===== config.mk =====
export PLATFORM = sky130hd
export DESIGN_NAME = maze_game_core
export DESIGN_NICKNAME = d
export VERILOG_FILES = /design/src/rtl/maze_game_core.sv
export SDC_FILE = /design/constraint.sdc
export NUM_CORES = 1
export LEC_CHECK = 0
export ABC_AREA = 1
export BUFFER_PORTS_ARGS = -buffer_cell sky130_fd_sc_hd__clkbuf_2
export CORE_AREA = 2 2 250 129
export CTS_CLUSTER_SIZE = 8
export DETAILED_ROUTE_END_ITERATION = 10
export DIE_AREA = 0 0 252 131
export PLACE_DENSITY = 0.78
export SYNTH_ARGS = -nofsm -noshare
export SYNTH_HDL_FRONTEND = slang
export SYNTH_SLANG_ARGS = --single-unit

===== constraint.sdc =====
create_clock -name clk -period 5.83 [get_ports clk]
set_clock_uncertainty 0.1 [all_clocks]
set_input_delay 1.166 -clock clk [delete_from_list [all_inputs] [get_ports clk]]
set_output_delay 1.166 -clock clk [all_outputs]
set_load 0.02 [all_outputs]

===== src/rtl/maze_game_core.sv =====
// maze_game_core: display-independent game engine for the VGA maze collector.
// Tracks the player centre, sticky item collection with a score, a lives
// counter with a post-hit invulnerability window, and the
// IDLE/PLAY/HIT/LOSE/WIN state machine. All outputs come straight from registers.
// Build macro MAZE_TIMER_EN: when defined, adds parameter TIME_LIMIT and a
// countdown that ends the game with LOSE when it expires. When undefined,
// time_left is held at zero and the game has no timeout.

module maze_game_core #(
    parameter int CW        = 10,
    parameter int N_ITEMS   = 4,
    parameter int N_TRAPS   = 4,
    parameter int STEP      = 4,
    parameter int HALF      = 10,
    parameter int ITEM_TOL  = 6,
    parameter int LIVES     = 3,
    parameter int HIT_TICKS = 8,
    parameter int X_MIN     = 60,
    parameter int X_MAX     = 560,
    parameter int Y_MIN     = 60,
    parameter int Y_MAX     = 460,
    parameter int SPAWN_X   = 320,
    parameter int SPAWN_Y   = 70
`ifdef MAZE_TIMER_EN
    ,
    parameter int TIME_LIMIT = 1000
`endif
) (
    input  logic                           clk,
    input  logic                           reset,
    input  logic                           move_tick,
    input  logic                           btn_up,
    input  logic                           btn_down,
    input  logic                           btn_left,
    input  logic                           btn_right,
    input  logic                           start,
    input  logic                           ack,
    input  logic [N_ITEMS*CW-1:0]          item_x,
    input  logic [N_ITEMS*CW-1:0]          item_y,
    input  logic [N_TRAPS*CW-1:0]          trap_x0,
    input  logic [N_TRAPS*CW-1:0]          trap_x1,
    input  logic [N_TRAPS*CW-1:0]          trap_y0,
    input  logic [N_TRAPS*CW-1:0]          trap_y1,
    output logic [CW-1:0]                  player_x,
    output logic [CW-1:0]                  player_y,
    output logic [N_ITEMS-1:0]             collected,
    output logic [$clog2(N_ITEMS+1)-1:0]   score,
    output logic [$clog2(LIVES+1)-1:0]     lives,
    output logic [2:0]                     state,
    output logic [15:0]                    time_left
);

    localparam int SW = $clog2(N_ITEMS + 1);
    localparam int LW = $clog2(LIVES + 1);
    localparam int HW = $clog2(HIT_TICKS + 2);
    localparam int EW = CW + 1;

    localparam logic [CW-1:0] X_MIN_C   = CW'(X_MIN);
    localparam logic [CW-1:0] X_MAX_C   = CW'(X_MAX);
    localparam logic [CW-1:0] Y_MIN_C   = CW'(Y_MIN);
    localparam logic [CW-1:0] Y_MAX_C   = CW'(Y_MAX);
    localparam logic [CW-1:0] SPAWN_X_C = CW'(SPAWN_X);
    localparam logic [CW-1:0] SPAWN_Y_C = CW'(SPAWN_Y);
    localparam logic [CW-1:0] TOL_C     = CW'(ITEM_TOL);
    localparam logic [EW-1:0] STEP_E    = EW'(STEP);
    localparam logic [EW-1:0] HALF_E    = EW'(HALF);
    localparam logic [LW-1:0] LIVES_C   = LW'(LIVES);
    localparam logic [LW-1:0] LIFE_ONE  = LW'(1'b1);
    localparam logic [HW-1:0] HIT_C     = HW'(HIT_TICKS);
    localparam logic [HW-1:0] HIT_ONE   = HW'(1'b1);
`ifdef MAZE_TIMER_EN
    localparam logic [15:0]   TIME_LOAD = 16'(TIME_LIMIT);
`else
    localparam logic [15:0]   TIME_LOAD = 16'd0;
`endif

    // Reject configurations the engine cannot represent.
    generate
        if (N_ITEMS < 1) begin : g_bad_n_items
            $error("maze_game_core: N_ITEMS must be at least 1");
        end
        if (LIVES < 1) begin : g_bad_lives
            $error("maze_game_core: LIVES must be at least 1");
        end
    endgenerate

    typedef enum logic [2:0] {
        ST_IDLE = 3'd0,
        ST_PLAY = 3'd1,
        ST_HIT  = 3'd2,
        ST_LOSE = 3'd3,
        ST_WIN  = 3'd4
    } state_t;

    state_t               state_r;
    logic [CW-1:0]        x_r;
    logic [CW-1:0]        y_r;
    logic [N_ITEMS-1:0]   coll_r;
    logic [SW-1:0]        score_r;
    logic [LW-1:0]        lives_r;
    logic [HW-1:0]        hit_r;
    logic [15:0]          time_r;

    logic [CW-1:0]        move_x_s;
    logic [CW-1:0]        move_y_s;
    logic [N_ITEMS-1:0]   item_hit_s;
    logic [N_ITEMS-1:0]   coll_next_s;
    logic                 all_items_s;
    logic                 trap_hit_s;
    logic                 timeout_s;
    logic [15:0]          time_next_s;
    logic                 reload_s;
    logic                 leave_idle_s;

    function automatic logic [CW-1:0] abs_diff(input logic [CW-1:0] a, input logic [CW-1:0] b);
        return (a >= b) ? (a - b) : (b - a);
    endfunction

    // One axis of movement: opposing buttons cancel, the sum is formed one bit
    // wider so a decrement can never wrap, then clamped to the playfield.
    function automatic logic [CW-1:0] step_axis(
        input logic [CW-1:0] pos,
        input logic          dec,
        input logic          inc,
        input logic [CW-1:0] lo,
        input logic [CW-1:0] hi
    );
        logic [EW-1:0] nxt;
        if (dec && !inc) begin
            nxt = ({1'b0, pos} >= STEP_E) ? ({1'b0, pos} - STEP_E) : {EW{1'b0}};
        end else if (inc && !dec) begin
            nxt = {1'b0, pos} + STEP_E;
        end else begin
            nxt = {1'b0, pos};
        end
        return (nxt < {1'b0, lo}) ? lo : ((nxt > {1'b0, hi}) ? hi : nxt[CW-1:0]);
    endfunction

    function automatic logic [SW-1:0] popcount(input logic [N_ITEMS-1:0] v);
        logic [SW-1:0] acc;
        acc = {SW{1'b0}};
        for (int i = 0; i < N_ITEMS; i++) begin
            acc = acc + SW'(v[i]);
        end
        return acc;
    endfunction

    // Candidate position for this move tick, taken from the button levels.
    always_comb begin
        move_x_s = step_axis(x_r, btn_left, btn_right, X_MIN_C, X_MAX_C);
        move_y_s = step_axis(y_r, btn_up, btn_down, Y_MIN_C, Y_MAX_C);
    end

    // Item and trap collision against the registered player position.
    always_comb begin
        item_hit_s = {N_ITEMS{1'b0}};
        trap_hit_s = 1'b0;
        for (int i = 0; i < N_ITEMS; i++) begin
            item_hit_s[i] = (abs_diff(x_r, item_x[i*CW +: CW]) <= TOL_C) &&
                            (abs_diff(y_r, item_y[i*CW +: CW]) <= TOL_C);
        end
        for (int t = 0; t < N_TRAPS; t++) begin
            trap_hit_s = trap_hit_s |
                (({1'b0, x_r} + HALF_E >= {1'b0, trap_x0[t*CW +: CW]}) &&
                 ({1'b0, x_r} <= {1'b0, trap_x1[t*CW +: CW]} + HALF_E) &&
                 ({1'b0, y_r} + HALF_E >= {1'b0, trap_y0[t*CW +: CW]}) &&
                 ({1'b0, y_r} <= {1'b0, trap_y1[t*CW +: CW]} + HALF_E));
        end
        coll_next_s = coll_r | item_hit_s;
        all_items_s = &coll_next_s;
    end

`ifdef MAZE_TIMER_EN
    // Countdown step; expiry is the tick that takes the count from 1 to 0.
    always_comb begin
        if (move_tick && (time_r != 16'd0)) begin
            time_next_s = time_r - 16'd1;
            timeout_s   = (time_r == 16'd1);
        end else begin
            time_next_s = time_r;
            timeout_s   = 1'b0;
        end
    end
`else
    assign time_next_s = 16'd0;
    assign timeout_s   = 1'b0;
`endif

    // Decide when the start-of-game values are (re)loaded: every IDLE cycle,
    // on ack from a finished game, and from any unused encoding.
    always_comb begin
        leave_idle_s = (state_r == ST_IDLE) && start;
        case (state_r)
            ST_IDLE:          reload_s = 1'b1;
            ST_PLAY, ST_HIT:  reload_s = 1'b0;
            ST_LOSE, ST_WIN:  reload_s = ack;
            default:          reload_s = 1'b1;
        endcase
    end

    // Game state machine and all registered outputs.
    always_ff @(posedge clk) begin
        if (reset) begin
            state_r <= ST_IDLE;
            x_r     <= SPAWN_X_C;
            y_r     <= SPAWN_Y_C;
            coll_r  <= {N_ITEMS{1'b0}};
            score_r <= {SW{1'b0}};
            lives_r <= LIVES_C;
            hit_r   <= {HW{1'b0}};
            time_r  <= 16'd0;
        end else if (reload_s) begin
            state_r <= leave_idle_s ? ST_PLAY : ST_IDLE;
            x_r     <= SPAWN_X_C;
            y_r     <= SPAWN_Y_C;
            coll_r  <= {N_ITEMS{1'b0}};
            score_r <= {SW{1'b0}};
            lives_r <= LIVES_C;
            hit_r   <= {HW{1'b0}};
            time_r  <= leave_idle_s ? TIME_LOAD : 16'd0;
        end else begin
            case (state_r)
                ST_PLAY: begin
                    coll_r  <= coll_next_s;
                    score_r <= popcount(coll_next_s);
                    time_r  <= time_next_s;
                    // Finishing the collection beats everything else; the
                    // player is left where the game ended.
                    if (all_items_s) begin
                        state_r <= ST_WIN;
                    end else if (timeout_s) begin
                        state_r <= ST_LOSE;
                    end else if (trap_hit_s) begin
                        if (lives_r <= LIFE_ONE) begin
                            lives_r <= {LW{1'b0}};
                            state_r <= ST_LOSE;
                        end else begin
                            lives_r <= lives_r - LIFE_ONE;
                            x_r     <= SPAWN_X_C;
                            y_r     <= SPAWN_Y_C;
                            hit_r   <= HIT_C;
                            state_r <= ST_HIT;
                        end
                    end else if (move_tick) begin
                        x_r <= move_x_s;
                        y_r <= move_y_s;
                    end
                end
                ST_HIT: begin
                    time_r <= time_next_s;
                    if (timeout_s) begin
                        state_r <= ST_LOSE;
                    end else if (hit_r == {HW{1'b0}}) begin
                        state_r <= ST_PLAY;
                    end else if (move_tick) begin
                        hit_r <= hit_r - HIT_ONE;
                    end
                end
                default: begin
                    // LOSE/WIN without ack: everything stays frozen.
                    state_r <= state_r;
                end
            endcase
        end
    end

    assign player_x  = x_r;
    assign player_y  = y_r;
    assign collected = coll_r;
    assign score     = score_r;
    assign lives     = lives_r;
    assign state     = state_r;
    assign time_left = time_r;

endmodule


==> results.json <==
{
  "synth_cell_types": 59,
  "grt.total_usage_pct": 33.3,
  "cts_tree": "built",
  "cts.sinks": 36,
  "grt_pass1_wl_mm": 88.0,
  "grt_max_degree": 22,
  "ys.flop_type": "dfxtp_1",
  "place_congestion": 1.02,
  "crit_arrival_ns": 5.11,
  "synth_top_area_share_pct": 24.9,
  "diodes": 0,
  "design_area_um2": 18600,
  "switching_share_pct": 55.9,
  "dr.pass1.iters": 6,
  "crit_path_start": "item_y[13]",
  "drive_gt1_share_pct": 11.9,
  "syn_to_final_growth_pct": 11.6,
  "synth_edf_count": 0,
  "io_buffers": 280,
  "path_clk_slew_ns": 0.06,
  "status": "completed",
  "grt_pass1_vias": 17100,
  "crit_path_max_fanout": 14,
  "seq_power_share_pct": 11.8,
  "wl_per_cell_um": 16.1,
  "ir_worst_vdd_mv": 0.118,
  "clkPwrFrac_pct": 10.2,
  "cts_buffer_depth": 2,
  "rsz0062_at_grt": "false",
  "via_per_inst": 5.48,
  "wl_mm": 56.4,
  "power_density_nw_per_um2": 135,
  "synth-seq-cells": 36,
  "cts_resized": 0,
  "yosys-top-cells-count": "nand2_1 (784), inv_1 (488), ha_1 (332)",
  "fmax_mhz": 200,
  "synth.avg_cell_area_um2": 5.89,
  "die_area_um2": 33000,
  "crit_required_ns": 5.94,
  "hold_violations": 0,
  "async_flop_share_pct": 0,
  "max-cap-violations": 0,
  "period_needed_ns": 5.00,
  "crit_type": "primary input to register",
  "nFillCells": 3101,
  "drc": 0,
  "clockRootBuffer": "clkbuf_16",
  "antenna_found_initial": 0,
  "drtIter0Drc": 1708,
  "yosysMostFrequentCell": "nand2_1",
  "initial_utilization_pct": 53.9,
  "cp-start-kind": "primary input",
  "cts_setup_buffers": 0,
  "cts_hold_buf": 0,
  "io_pins": 297,
  "synth_largest_area_cell": "ha_1",
  "insertion_delay_ns": 0.28,
  "ys_seq_area_share_pct": 4.32,
  "worst_pin_slew_ns": 0.977,
  "hold_start": "score[1]",
  "combPwrFrac_pct": 78.0,
  "cts_max_level": 2,
  "fin_nets": 3696,
  "slew-limit-headroom_pct": 34.6,
  "drtAntennaViolNets": 0,
  "finalSetupTns_ns": 0,
  "leakage_nw": 11.1,
  "finalSetupViolations": 0,
  "switchingPower_w": 0.00141,
  "fin_crit_sh_pct": 85.7,
  "hp-class": "register to register",
  "hpwl_mm": 48.0,
  "cts_buffers": 5,
  "dieWidth_um": 252,
  "core_area_um2": 31000,
  "post_dp_cell_area_um2": 18500,
  "internal_power_w": 0.00111,
  "grt.overflow.total": 0,
  "drv_slew": 0,
  "die_h_um": 131,
  "endpoint_kind": "register",
  "yosys_warnings": 0,
  "vias": 19200,
  "netlist_instances": 2834,
  "synth_area_um2": 16700,
  "row_count": 46,
  "synth.area.top_cells": "ha_1 (25%), nand2_1 (18%), inv_1 (11%), nand3_1 (5.6%), nor2_1 (5.4%)",
  "r2r_start": "player_x[0]"
}
[worst max-delay path: stages]
cell      delay (ns)
clkbuf_2        0.12
inv_1           0.05
ha_1            0.36
a21oi_1         0.29
o21ai_0         0.13
a221oi_1        0.30
nand3_1         0.44
o21ai_0         0.38
nand2_1         0.09
nand2_1         0.06
nand2_1         0.04
nor2_1          0.08
nand3_1         0.20
nand2_1         0.14
inv_1           0.06
fa_1            0.50
inv_1           0.05
ha_1            0.17
ha_1            0.26
nand2_1         0.04
a21oi_1         0.17
[through the flow]
step / power (W) / hold slack [ns] / worst slack [ns] / util, % / std cells
after detailed placement: 0.00222 / 0.371 / 0.582 / 59.7 / 3499
after global routing: 0.00279 / 0.410 / 0.333 / 60.2 / 3507
final: 0.00252 / 0.387 / 0.832 / 60.2 / 3507
after floorplan: 0.00169 / 0.426 / 1.36 / - / 2849
after CTS: 0.00248 / 0.384 / 0.875 / 60.2 / 3507
after global placement: 0.00218 / 0.368 / 0.632 / 59.7 / 3499
[layout make-up]
type | instances | area [µm²] | share of cell area (%)
Timing Repair Buffer | 305 | 1590 | 8.53
Multi-Input combinational cell | 2250 | 13800 | 74.0
Sequential cell | 36 | 721 | 3.87
Inverter | 500 | 1880 | 10.1
Clock buffer | 5 | 125 | 0.672
Tap cell | 408 | 510 | 2.74
Clock inverter | 3 | 18.8 | 0.101
[final timing paths]
check	endpoint	slack, ns	cells after the start
setup reg to reg	score[1]	1.15	22
setup / recovery	score[1]	0.83	21
hold / removal	score[1]	0.39	2
hold reg to reg	score[1]	0.39	2
[logic make-up (layout without fill, tap and decap cells)]
kind of cell | Yosys count | in the layout | share of synthesized area (%)
compound gates | 399 | 399 | 13.7
xor+xnor | 122 | 122 | 6.40
fa+ha+maj | 349 | 349 | 26.9
buf+inv | 563 | 813 | 13.5
flops | 36 | 36 | 4.32
other cells | 1 | 16 | 0.0225
simple gates | 1364 | 1364 | 35.2
[metal layers]
metal / wire, µm / global-route usage, % / vias up
li1: - / - / 9634
met1: 26900 / 49.6 / 8544
met2: 22400 / 49.1 / 949
met3: 6000 / 6.28 / 80
met4: 1130 / 7.41 / 0
met5: 0 / 0 / -
[power by group through the flow]
stage	combinational, W	sequential (W)	clock [W]
2_1_floorplan	0.00137	0.000324	0
3_3_place_gp	0.00188	0.000301	0
3_5_place_dp	0.00192	0.000302	0
4_1_cts	0.00193	0.000296	0.000261
5_1_grt	0.00222	0.000299	0.000271
6_report	0.00197	0.000298	0.000257
[cells in the final DEF, fill, tap and decap left out, drive strengths merged]
cell type and count:
nand2 801, inv 497, ha 332, clkbuf 285, nor2 249, nand3 190, a21oi 181, o21ai 116
xor2 92, nand4 62, dfxtp 36, xnor2 30, buf 25, a21o 24, nor3 23, nand3b 22
fa 17, conb 16, o211ai 15, o21a 14, a221oi 8, o21bai 7, o31ai 6, a31oi 6
and3 6, clkinv 6, o2111ai 5, a211oi 5, a21boi 5, or2 5, nor4 4, o221ai 3
or3 2, o22ai 2, a32oi 1, a22oi 1
[flip-flops by register name, indices dropped and copies added (netlist names)]
name / count
player_x: 10
hit_r: 4
lives: 2
state: 3
collected: 4
player_y: 10
score: 3
Note: power is estimated with default switching activity, not from simulation.
